===== src/rtl/drive_pkg.sv =====
// Shared types and constants for the drive command sequencer.
// DRIVE_AUTO_BRAKE_EN adds the BRAKE state to the state encoding.
package drive_pkg;

  typedef enum logic [1:0] {
    FWD   = 2'b00,
    BACK  = 2'b01,
    LEFT  = 2'b10,
    RIGHT = 2'b11
  } instr_t;

  localparam logic [2:0] MAX_TORQUE   = 3'd4;
  localparam logic [2:0] BRAKE_TORQUE = 3'd2;
  localparam int         BRAKE_TICKS  = 4;

  typedef struct packed {
    instr_t     instr;
    logic [2:0] torque;
    logic [7:0] dur;
  } drive_cmd_t;

  typedef enum logic [1:0] {
    S_IDLE  = 2'd0,
    S_LOAD  = 2'd1,
`ifdef DRIVE_AUTO_BRAKE_EN
    S_RUN   = 2'd2,
    S_BRAKE = 2'd3
`else
    S_RUN   = 2'd2
`endif
  } state_t;

endpackage


===== src/rtl/drive_cmd_sequencer_if.sv =====
// Command handshake between the command source and the drive sequencer.
interface drive_cmd_sequencer_if #(parameter int DUR_W = 8);
  logic             cmd_valid;
  logic             cmd_ready;
  logic [1:0]       cmd_instr;
  logic [2:0]       cmd_torque;
  logic [DUR_W-1:0] cmd_dur;

  modport master (output cmd_valid, cmd_instr, cmd_torque, cmd_dur, input cmd_ready);
  modport slave  (input cmd_valid, cmd_instr, cmd_torque, cmd_dur, output cmd_ready);
endinterface


===== src/rtl/drive_cmd_fifo.sv =====
// Synchronous command FIFO with flush; DEPTH must be a power of two.
module drive_cmd_fifo #(
  parameter type T     = logic [7:0],
  parameter int  DEPTH = 4,
  localparam int AW    = $clog2(DEPTH),
  localparam int CW    = $clog2(DEPTH + 1)
) (
  input  logic          clk,
  input  logic          reset,
  input  logic          push,
  input  logic          pop,
  input  logic          flush,
  input  T              wdata,
  output T              rdata,
  output logic          full,
  output logic          empty,
  output logic [CW-1:0] count
);

  T              mem [DEPTH];
  logic [AW-1:0] wr_ptr;
  logic [AW-1:0] rd_ptr;
  logic          do_push;
  logic          do_pop;

  // A full FIFO refuses a push even when it pops in the same cycle.
  assign do_push = push && !full;
  assign do_pop  = pop && !empty;
  assign full    = (count == CW'(DEPTH));
  assign empty   = (count == '0);
  assign rdata   = mem[rd_ptr];

  always_ff @(posedge clk) begin
    if (!reset || flush) begin
      wr_ptr <= '0;
      rd_ptr <= '0;
      count  <= '0;
    end else begin
      if (do_push) begin
        mem[wr_ptr] <= wdata;
        wr_ptr      <= wr_ptr + AW'(1);
      end
      if (do_pop) rd_ptr <= rd_ptr + AW'(1);
      if (do_push && !do_pop)      count <= count + CW'(1);
      else if (!do_push && do_pop) count <= count - CW'(1);
    end
  end

endmodule


===== src/rtl/drive_cmd_sequencer.sv =====
// Plays queued timed drive commands into the speed display block.
// Define DRIVE_AUTO_BRAKE_EN to add a reverse-torque brake phase when the queue runs dry.
//
// state   | meaning
// IDLE    | nothing playing, outputs 00/0
// LOAD    | pop head, latch instruction/torque/duration
// RUN     | command applied, one duration count per read_enable
// BRAKE   | (option) BACK at BRAKE_TORQUE for BRAKE_TICKS updates
module drive_cmd_sequencer
  import drive_pkg::*;
#(
  parameter int TICK_DIV = 5_000_000,
  parameter int DEPTH    = 4,
  parameter int DUR_W    = 8,
  localparam int CW      = $clog2(DEPTH + 1),
  localparam int TW      = $clog2(TICK_DIV)
) (
  input  logic                 clk,
  input  logic                 reset,
  drive_cmd_sequencer_if.slave cmd,
  input  logic                 abort,
  output logic [1:0]           instruction,
  output logic [2:0]           torque,
  output logic                 read_enable,
  output logic                 vel_reset,
  output logic                 busy,
  output logic                 done_pulse,
  output logic [CW-1:0]        cmd_count
);

  typedef struct packed {
    instr_t           instr;
    logic [2:0]       torque;
    logic [DUR_W-1:0] dur;
  } cmd_t;

  state_t           state, state_nxt, state_prev;
  logic [TW-1:0]    tick_cnt;
  logic             tick;
  logic [DUR_W-1:0] remaining;
  instr_t           instr_q;
  logic [2:0]       torque_q;
  cmd_t             wr_cmd, head;
  logic             push, pop, fifo_full, fifo_empty, active;

  assign cmd.cmd_ready = !fifo_full && !abort && reset;
  assign push          = cmd.cmd_valid && cmd.cmd_ready;
  assign wr_cmd.instr  = instr_t'(cmd.cmd_instr);
  assign wr_cmd.torque = (cmd.cmd_torque > MAX_TORQUE) ? MAX_TORQUE : cmd.cmd_torque;
  assign wr_cmd.dur    = cmd.cmd_dur;

  drive_cmd_fifo #(.T(cmd_t), .DEPTH(DEPTH)) u_fifo (
    .clk(clk), .reset(reset), .push(push), .pop(pop), .flush(abort),
    .wdata(wr_cmd), .rdata(head), .full(fifo_full), .empty(fifo_empty), .count(cmd_count)
  );

  assign tick        = (tick_cnt == TW'(TICK_DIV - 1));
  assign busy        = (state != S_IDLE) || (cmd_count != '0);
  assign instruction = instr_q;
  assign torque      = torque_q;
`ifdef DRIVE_AUTO_BRAKE_EN
  assign active = (state == S_RUN) || (state == S_BRAKE);
`else
  assign active = (state == S_RUN);
`endif

  always_comb begin
    state_nxt  = state;
    done_pulse = 1'b0;
    pop        = 1'b0;
    case (state)
      S_IDLE: if (!fifo_empty) state_nxt = S_LOAD;
      S_LOAD: begin
        pop = 1'b1;
        if (head.dur == '0) begin
          done_pulse = 1'b1;
          state_nxt  = (cmd_count > CW'(1)) ? S_LOAD : S_IDLE;
        end else begin
          state_nxt = S_RUN;
        end
      end
      S_RUN: if (read_enable && remaining == DUR_W'(1)) begin
        done_pulse = 1'b1;
        if (!fifo_empty) state_nxt = S_LOAD;
`ifdef DRIVE_AUTO_BRAKE_EN
        else             state_nxt = S_BRAKE;
`else
        else             state_nxt = S_IDLE;
`endif
      end
`ifdef DRIVE_AUTO_BRAKE_EN
      S_BRAKE: begin
        if (!fifo_empty)                                   state_nxt = S_LOAD;
        else if (read_enable && remaining == DUR_W'(1))    state_nxt = S_IDLE;
      end
`endif
      default: state_nxt = S_IDLE;
    endcase
    if (abort) begin
      state_nxt  = S_IDLE;
      pop        = 1'b0;
      done_pulse = 1'b0;
    end
  end

  always_ff @(posedge clk) begin
    if (!reset) begin
      state       <= S_IDLE;
      state_prev  <= S_IDLE;
      tick_cnt    <= '0;
      read_enable <= 1'b0;
      vel_reset   <= 1'b1;
      remaining   <= '0;
      instr_q     <= FWD;
      torque_q    <= '0;
    end else begin
      state      <= state_nxt;
      state_prev <= state;
      tick_cnt   <= tick ? '0 : tick_cnt + TW'(1);
      // Skipping the first active cycle keeps instruction/torque settled 2 clk before the strobe.
      read_enable <= tick && active && (state_prev == state) && !abort;
      vel_reset   <= abort;
      if (abort || state_nxt == S_IDLE) begin
        instr_q   <= FWD;
        torque_q  <= '0;
        remaining <= '0;
      end else if (state == S_LOAD && state_nxt == S_RUN) begin
        instr_q   <= head.instr;
        torque_q  <= head.torque;
        remaining <= head.dur;
`ifdef DRIVE_AUTO_BRAKE_EN
      end else if (state == S_RUN && state_nxt == S_BRAKE) begin
        instr_q   <= BACK;
        torque_q  <= BRAKE_TORQUE;
        remaining <= DUR_W'(BRAKE_TICKS);
`endif
      end else if (read_enable && remaining != '0) begin
        remaining <= remaining - DUR_W'(1);
      end
    end
  end

endmodule


===== src/flat_wrapper.sv =====
// flat-port wrapper written by rule: the top's interface ports become plain ports
module drive_cmd_sequencer_flat import drive_pkg::*;
#(
  parameter int TICK_DIV = 5_000_000,
  parameter int DEPTH    = 4,
  parameter int DUR_W    = 8,
  localparam int CW      = $clog2(DEPTH + 1),
  localparam int TW      = $clog2(TICK_DIV)
)
  (clk, reset, abort, instruction, torque, read_enable, vel_reset, busy, done_pulse, cmd_count, cmd_cmd_valid, cmd_cmd_instr, cmd_cmd_torque, cmd_cmd_dur, cmd_cmd_ready);
  drive_cmd_sequencer_if #(.DUR_W(DUR_W)) cmd_i ();
  input  logic clk;
  input  logic reset;
  input  logic abort;
  output logic [1:0] instruction;
  output logic [2:0] torque;
  output logic read_enable;
  output logic vel_reset;
  output logic busy;
  output logic done_pulse;
  output logic [CW-1:0] cmd_count;
  input wire logic [$bits(cmd_i.cmd_valid)-1:0] cmd_cmd_valid;
  input wire logic [$bits(cmd_i.cmd_instr)-1:0] cmd_cmd_instr;
  input wire logic [$bits(cmd_i.cmd_torque)-1:0] cmd_cmd_torque;
  input wire logic [$bits(cmd_i.cmd_dur)-1:0] cmd_cmd_dur;
  output wire logic [$bits(cmd_i.cmd_ready)-1:0] cmd_cmd_ready;
  assign cmd_i.cmd_valid = cmd_cmd_valid;
  assign cmd_i.cmd_instr = cmd_cmd_instr;
  assign cmd_i.cmd_torque = cmd_cmd_torque;
  assign cmd_i.cmd_dur = cmd_cmd_dur;
  assign cmd_cmd_ready = cmd_i.cmd_ready;
  drive_cmd_sequencer #(.TICK_DIV(TICK_DIV), .DEPTH(DEPTH), .DUR_W(DUR_W)) u_core (.clk(clk), .reset(reset), .cmd(cmd_i), .abort(abort), .instruction(instruction), .torque(torque), .read_enable(read_enable), .vel_reset(vel_reset), .busy(busy), .done_pulse(done_pulse), .cmd_count(cmd_count));
endmodule

===== config.mk =====
export PLATFORM = sky130hd
export DESIGN_NAME = drive_cmd_sequencer_flat
export DESIGN_NICKNAME = d
export VERILOG_FILES = /design/src/rtl/drive_pkg.sv /design/src/rtl/drive_cmd_sequencer_if.sv /design/src/rtl/drive_cmd_fifo.sv /design/src/rtl/drive_cmd_sequencer.sv /design/src/flat_wrapper.sv
export SDC_FILE = /design/constraint.sdc
export NUM_CORES = 1
export LEC_CHECK = 0
export BUFFER_PORTS_ARGS = -buffer_cell sky130_fd_sc_hd__buf_2
export CAP_MARGIN = 20
export CORE_AREA = 5 5 129 131
export CTS_CLUSTER_DIAMETER = 200
export DETAILED_ROUTE_END_ITERATION = 10
export DIE_AREA = 0 0 134 136
export PLACE_DENSITY_LB_ADDON = 0.1
export SLEW_MARGIN = 40
export SYNTH_ARGS = -nofsm -noshare
export SYNTH_HDL_FRONTEND = slang
export SYNTH_HIERARCHICAL = 1
export SYNTH_SLANG_ARGS = --single-unit

===== constraint.sdc =====
create_clock -name clk -period 3.7 [get_ports clk]
set_input_delay 0.74 -clock clk [delete_from_list [all_inputs] [get_ports clk]]
set_output_delay 0.74 -clock clk [all_outputs]
set_load 0.02 [all_outputs]

After elaboration in Yosys (flattened, before gate mapping)
Memory sizes are Yosys's and may differ from the RTL's. A register that Yosys moved wholly into a read port is not among the register bits. Index checks and enable logic that the tools add are counted.

Bits in registers: 49. Bits in writable memories: 52. Input port bits: 17. Memories kept: 1.

Memories: u_core.u_fifo.mem (words 4, width 13, read ports 1, clocked after memory_dff 1, write ports 1, RTL line drive_cmd_fifo.sv:20) `T mem [DEPTH];`.

Add/sub/neg operators: 6. Order comparisons: 2. Equal/unequal tests: 7. Multiplexer cells: 23. Bitwise gates (word level): 1. Reduce and logical (&&, ||, !) cells: 33.

Operators with widths (number): 23-bit by 1-bit adder with 23-bit output (second input constant) (1); 23-bit == test (second input constant) (1); 8-bit two-way mux (2); 1-bit logical AND (13); 2-bit two-way mux (6); 1-bit two-way mux (10); 3-bit two-way mux (3); 8-bit by 1-bit == test with 1-bit output (second input constant) (1); 8-bit logical NOT (1); 8-bit nonzero test (1); 8-bit by 1-bit subtractor with 8-bit output (second input constant) (1); 1-bit logical NOT (6); 2-bit one-hot mux with 3 select lines (1); 2-bit nonzero test (3); 2-bit by 1-bit adder with 2-bit output (second input constant) (2); 2-bit == test (second input constant) (2); 2-bit logical NOT (2); 2-bit OR reduction (2); 3-bit by 1-bit adder with 3-bit output (second input constant) (1); 3-bit == test (second input constant) (1); 3-bit by 1-bit > comparator with 1-bit output (second input constant) (1); 3-bit > comparator (second input constant) (1); 3-bit logical NOT (1); 1-bit logical OR (3); other kinds (6) (6).

Depth between registers and ports, before layout
Depth in word-level cells: 10. Gate-level depth with buffers: 11.

Cells and area by module
The synthesis kept the hierarchy.

By module, submodules not included: drive_cmd_fifo (instances 1, cells an instance 116, area an instance 2358.5 sq um, sequential area each 1741.7 sq um); drive_cmd_sequencer (instances 1, cells an instance 247, area an instance 2167.1 sq um, sequential area each 840.8 sq um).

Worst setup path before layout
No wires, ideal clock.

Kind: register to output. From: register with a tool-made name. To: output port done_pulse. Arrival time: 2.424 ns. Required time: 2.960 ns. Setup slack: 0.536 ns. Cell stages (with the launch flop): 7. Buffers on the path: 1. Cell sequence: dfxtp_1 buf_6 mux4_2 or4_1 nor2_1 a22oi_1 nor3b_1.

RTL lines: end: declaration (RTL line flat_wrapper.sv:20) `output logic done_pulse;`.

==> reports/metrics.cfg <==
[clocking]
cts_tree = done
post-cts-setup-buffer-count = 0
ctsHoldBuffers = 0
path_clk_slew_ns = 0.08
clock-sinks = 103
postCtsResizedCells = 0
numCtsBuffers = 9
clk_latency_ns = 0.35
h-tree-depth = 3
cts_root_buf = clkbuf_16
cts_buffer_depth = 2

[power_and_ir_drop]
p_leak_nw = 1.78
p_total_mw = 2.22
p_per_area_mw_per_mm2 = 429
peakVddDrop_v = 0.000212

[min_path]
min_path_cells = 2
min_from = u_core/instruction[0]$_SDFFE_PP0P_
hp-class = flop to flop

[cells_and_area]
area.growth.synth_to_final_pct = 14.2
layout_common_cells = edfxtp_1 (52), dfxtp_1 (50), nor2_1 (36)
drive_above_1_share_pct = 18.5
diodes = 0
fillCellCount = 1554
final_util_pct = 33.4
nNetsFinal = 427
final_common_cell = edfxtp_1

[routing]
viasPerCell = 4.73
drt-total-wl_microns = 9180
num_vias = 2804
drtAntennaViolNets = 0
drc = 0
routedWlPerCell_microns = 15.5
drtPass1Iterations = 4
initialDrtViolationCount = 93

[floorplan]
die_y_microns = 136
core_area_sq_mm = 0.0155
io_pins = 30
die-area_sq_mm = 0.0182
die_w_microns = 134
num_rows = 46
start_util_pct = 29.2

[global_route]
grt_pass1_wl_microns = 15300
grt_max_degree = 23
grtUsageTotal_pct = 10.8
antenna_found_initial = 0
grt_overflow = 0
grt_pass1_vias = 2886

[status]
status = complete, no violations

[sta]
whs_ns = 0.480
final.setup.worst_slack_ns = 0.276
max_freq_ghz = 0.292
fin_tns_setup_ns = 0
setup_viol = 0
skew_ns = 0.00803
post-route-min-period_ns = 3.42
final_hold_viol_count = 0
worst_pin_slew_ns = 0.775
report.final.slew_viol_count = 0
maxSlewHeadroom_pct = 48.2
grt_setup_unrepaired = no
fin_crit_sh_pct = 92.5

[worst_setup_path]
crit_required_ns = 2.96
worst_path_max_delay_cell = or4_1
startpoint_type = flop
reg2reg_depth = 7
crit_path_max_incr_delay_ns = 0.58
critical_path_arrival_ns = 2.68
crit_fanout = 5
crit_chain = buf_4, mux4_2, or4_1, nor2_1, a22oi_1, nor3b_1, buf_2
worstSetupPathType = flop to output port
endpoint_kind = output port

[synth]
syn_inst = 363
async_flop_share_pct = 0
yosysWarnings = 6
ys_ff_latch = 103
yosys_most_used_dff = edfxtp_1
ys_types = 47
seq_area_frac_synth_pct = 57.1
avgSynthCellArea_sq_um = 12.5
syn_nets = 394
syn_area_sq_mm = 0.00453
synth_edf_count = 52

[placement]
hpwl_microns = 6570
pre_cts_slack_ns = 0.535
gp_congestion = 0.732
port_buffers = 29

[flow_run]
maxCapViolCount = 0

==> worst paths after layout <==
| kind | end | slack [ns] |
|---|---|---|
| max | done_pulse | 0.28 |
| min | u_core/instruction[0]$_SDFFE_PP0P_ | 0.48 |
| max reg2reg | u_core/remaining[7]$_SDFFE_PP0P_ | 0.82 |
| min reg2reg | u_core/instruction[0]$_SDFFE_PP0P_ | 0.48 |
==> layer usage <==
| layer | global-route usage [%] | vias to the layer above | share of wire [%] |
|---|---|---|---|
| met5 | 0 | - | 0 |
| met4 | 3.77 | 0 | 0.89 |
| li1 | - | 1400 | - |
| met1 | 12.5 | 1374 | 44 |
| met3 | 2.92 | 5 | 2.4 |
| met2 | 19.1 | 25 | 53 |
==> cells in the mapped netlist (5+ instances only) <==
master    number  area (sq um)
ha_1          13           163
nor2b_1        6          37.5
nor2_1        36           135
dfxtp_1       51          1020
mux4_2        13           293
xnor2_1       21           184
nor4_1         5          31.3
or3_1          6          37.5
a211oi_1       7          52.6
or4_1          6          45.0
nand3_1       14          70.1
xor2_1        12           105
edfxtp_1      52          1560
a21oi_1        9          45.0
nor3_1        15          75.1
inv_1         15          56.3
nand2_1       10          37.5
and3_1        11          68.8
o21ai_0        9          45.0
==> logic make-up (layout without fill, tap and decap cells) <==
family | Yosys count | in the layout | synth area share [%]
adders and majority gates | 14 | 14 | 4.04
muxes | 15 | 15 | 6.91
buffers and inverters | 27 | 65 | 2.85
and+or+nand+nor | 133 | 133 | 16.2
xor gates and xnor gates | 33 | 33 | 6.39
AOI/OAI and AO/OA | 38 | 38 | 6.58
DFF | 103 | 103 | 57.1
==> critical path: cells and delay by family, from the launching register on <==
family	cells	cell delay [ns]
AOI/OAI and AO/OA	1	0.10
muxes	1	0.53
DFF	1	0.41
and+or+nand+nor	3	0.91
buffers and inverters	2	0.39
==> final cells by class <==
type | instances | area, sq um | share of cell area, %
Sequential cell | 103 | 2580 | 50.0
Multi-Input combinational cell | 233 | 1810 | 35.1
Tap cell | 192 | 240 | 4.65
Inverter | 15 | 56.3 | 1.09
Clock inverter | 7 | 66.3 | 1.28
Clock buffer | 9 | 225 | 4.36
Timing Repair Buffer | 34 | 183 | 3.53
==> flip-flops by register name, summed over array words and instances, names as in the netlist, named ones only <==
register and cells:
u_core/remaining 8, u_core/vel_reset 1, u_core/u_fifo/rd_ptr 2, u_core/instruction 2
u_core/torque 3, u_core/u_fifo/wr_ptr 2, u_core/u_fifo/count 3, u_core/read_enable 1
u_core/tick_cnt 23, u_core/u_fifo/mem 52, u_core/state_prev 2, u_core/state 2
==> stage by stage <==
stage	instances	cell area, sq um
global route	593	5170
global placement	577	4880
CTS	593	5170
floorplan	363	4530
detailed placement	577	4880
finish	593	5170
==> report_power, final <==
group	internal (mW)	leakage, nW	switching [mW]
Sequential	1.20	0.881	0.00825
Combinational	0.0247	0.759	0.0459
Clock	0.476	0.138	0.461
Total	1.70	1.78	0.515
No activity file was read; power rests on OpenSTA's default activity.
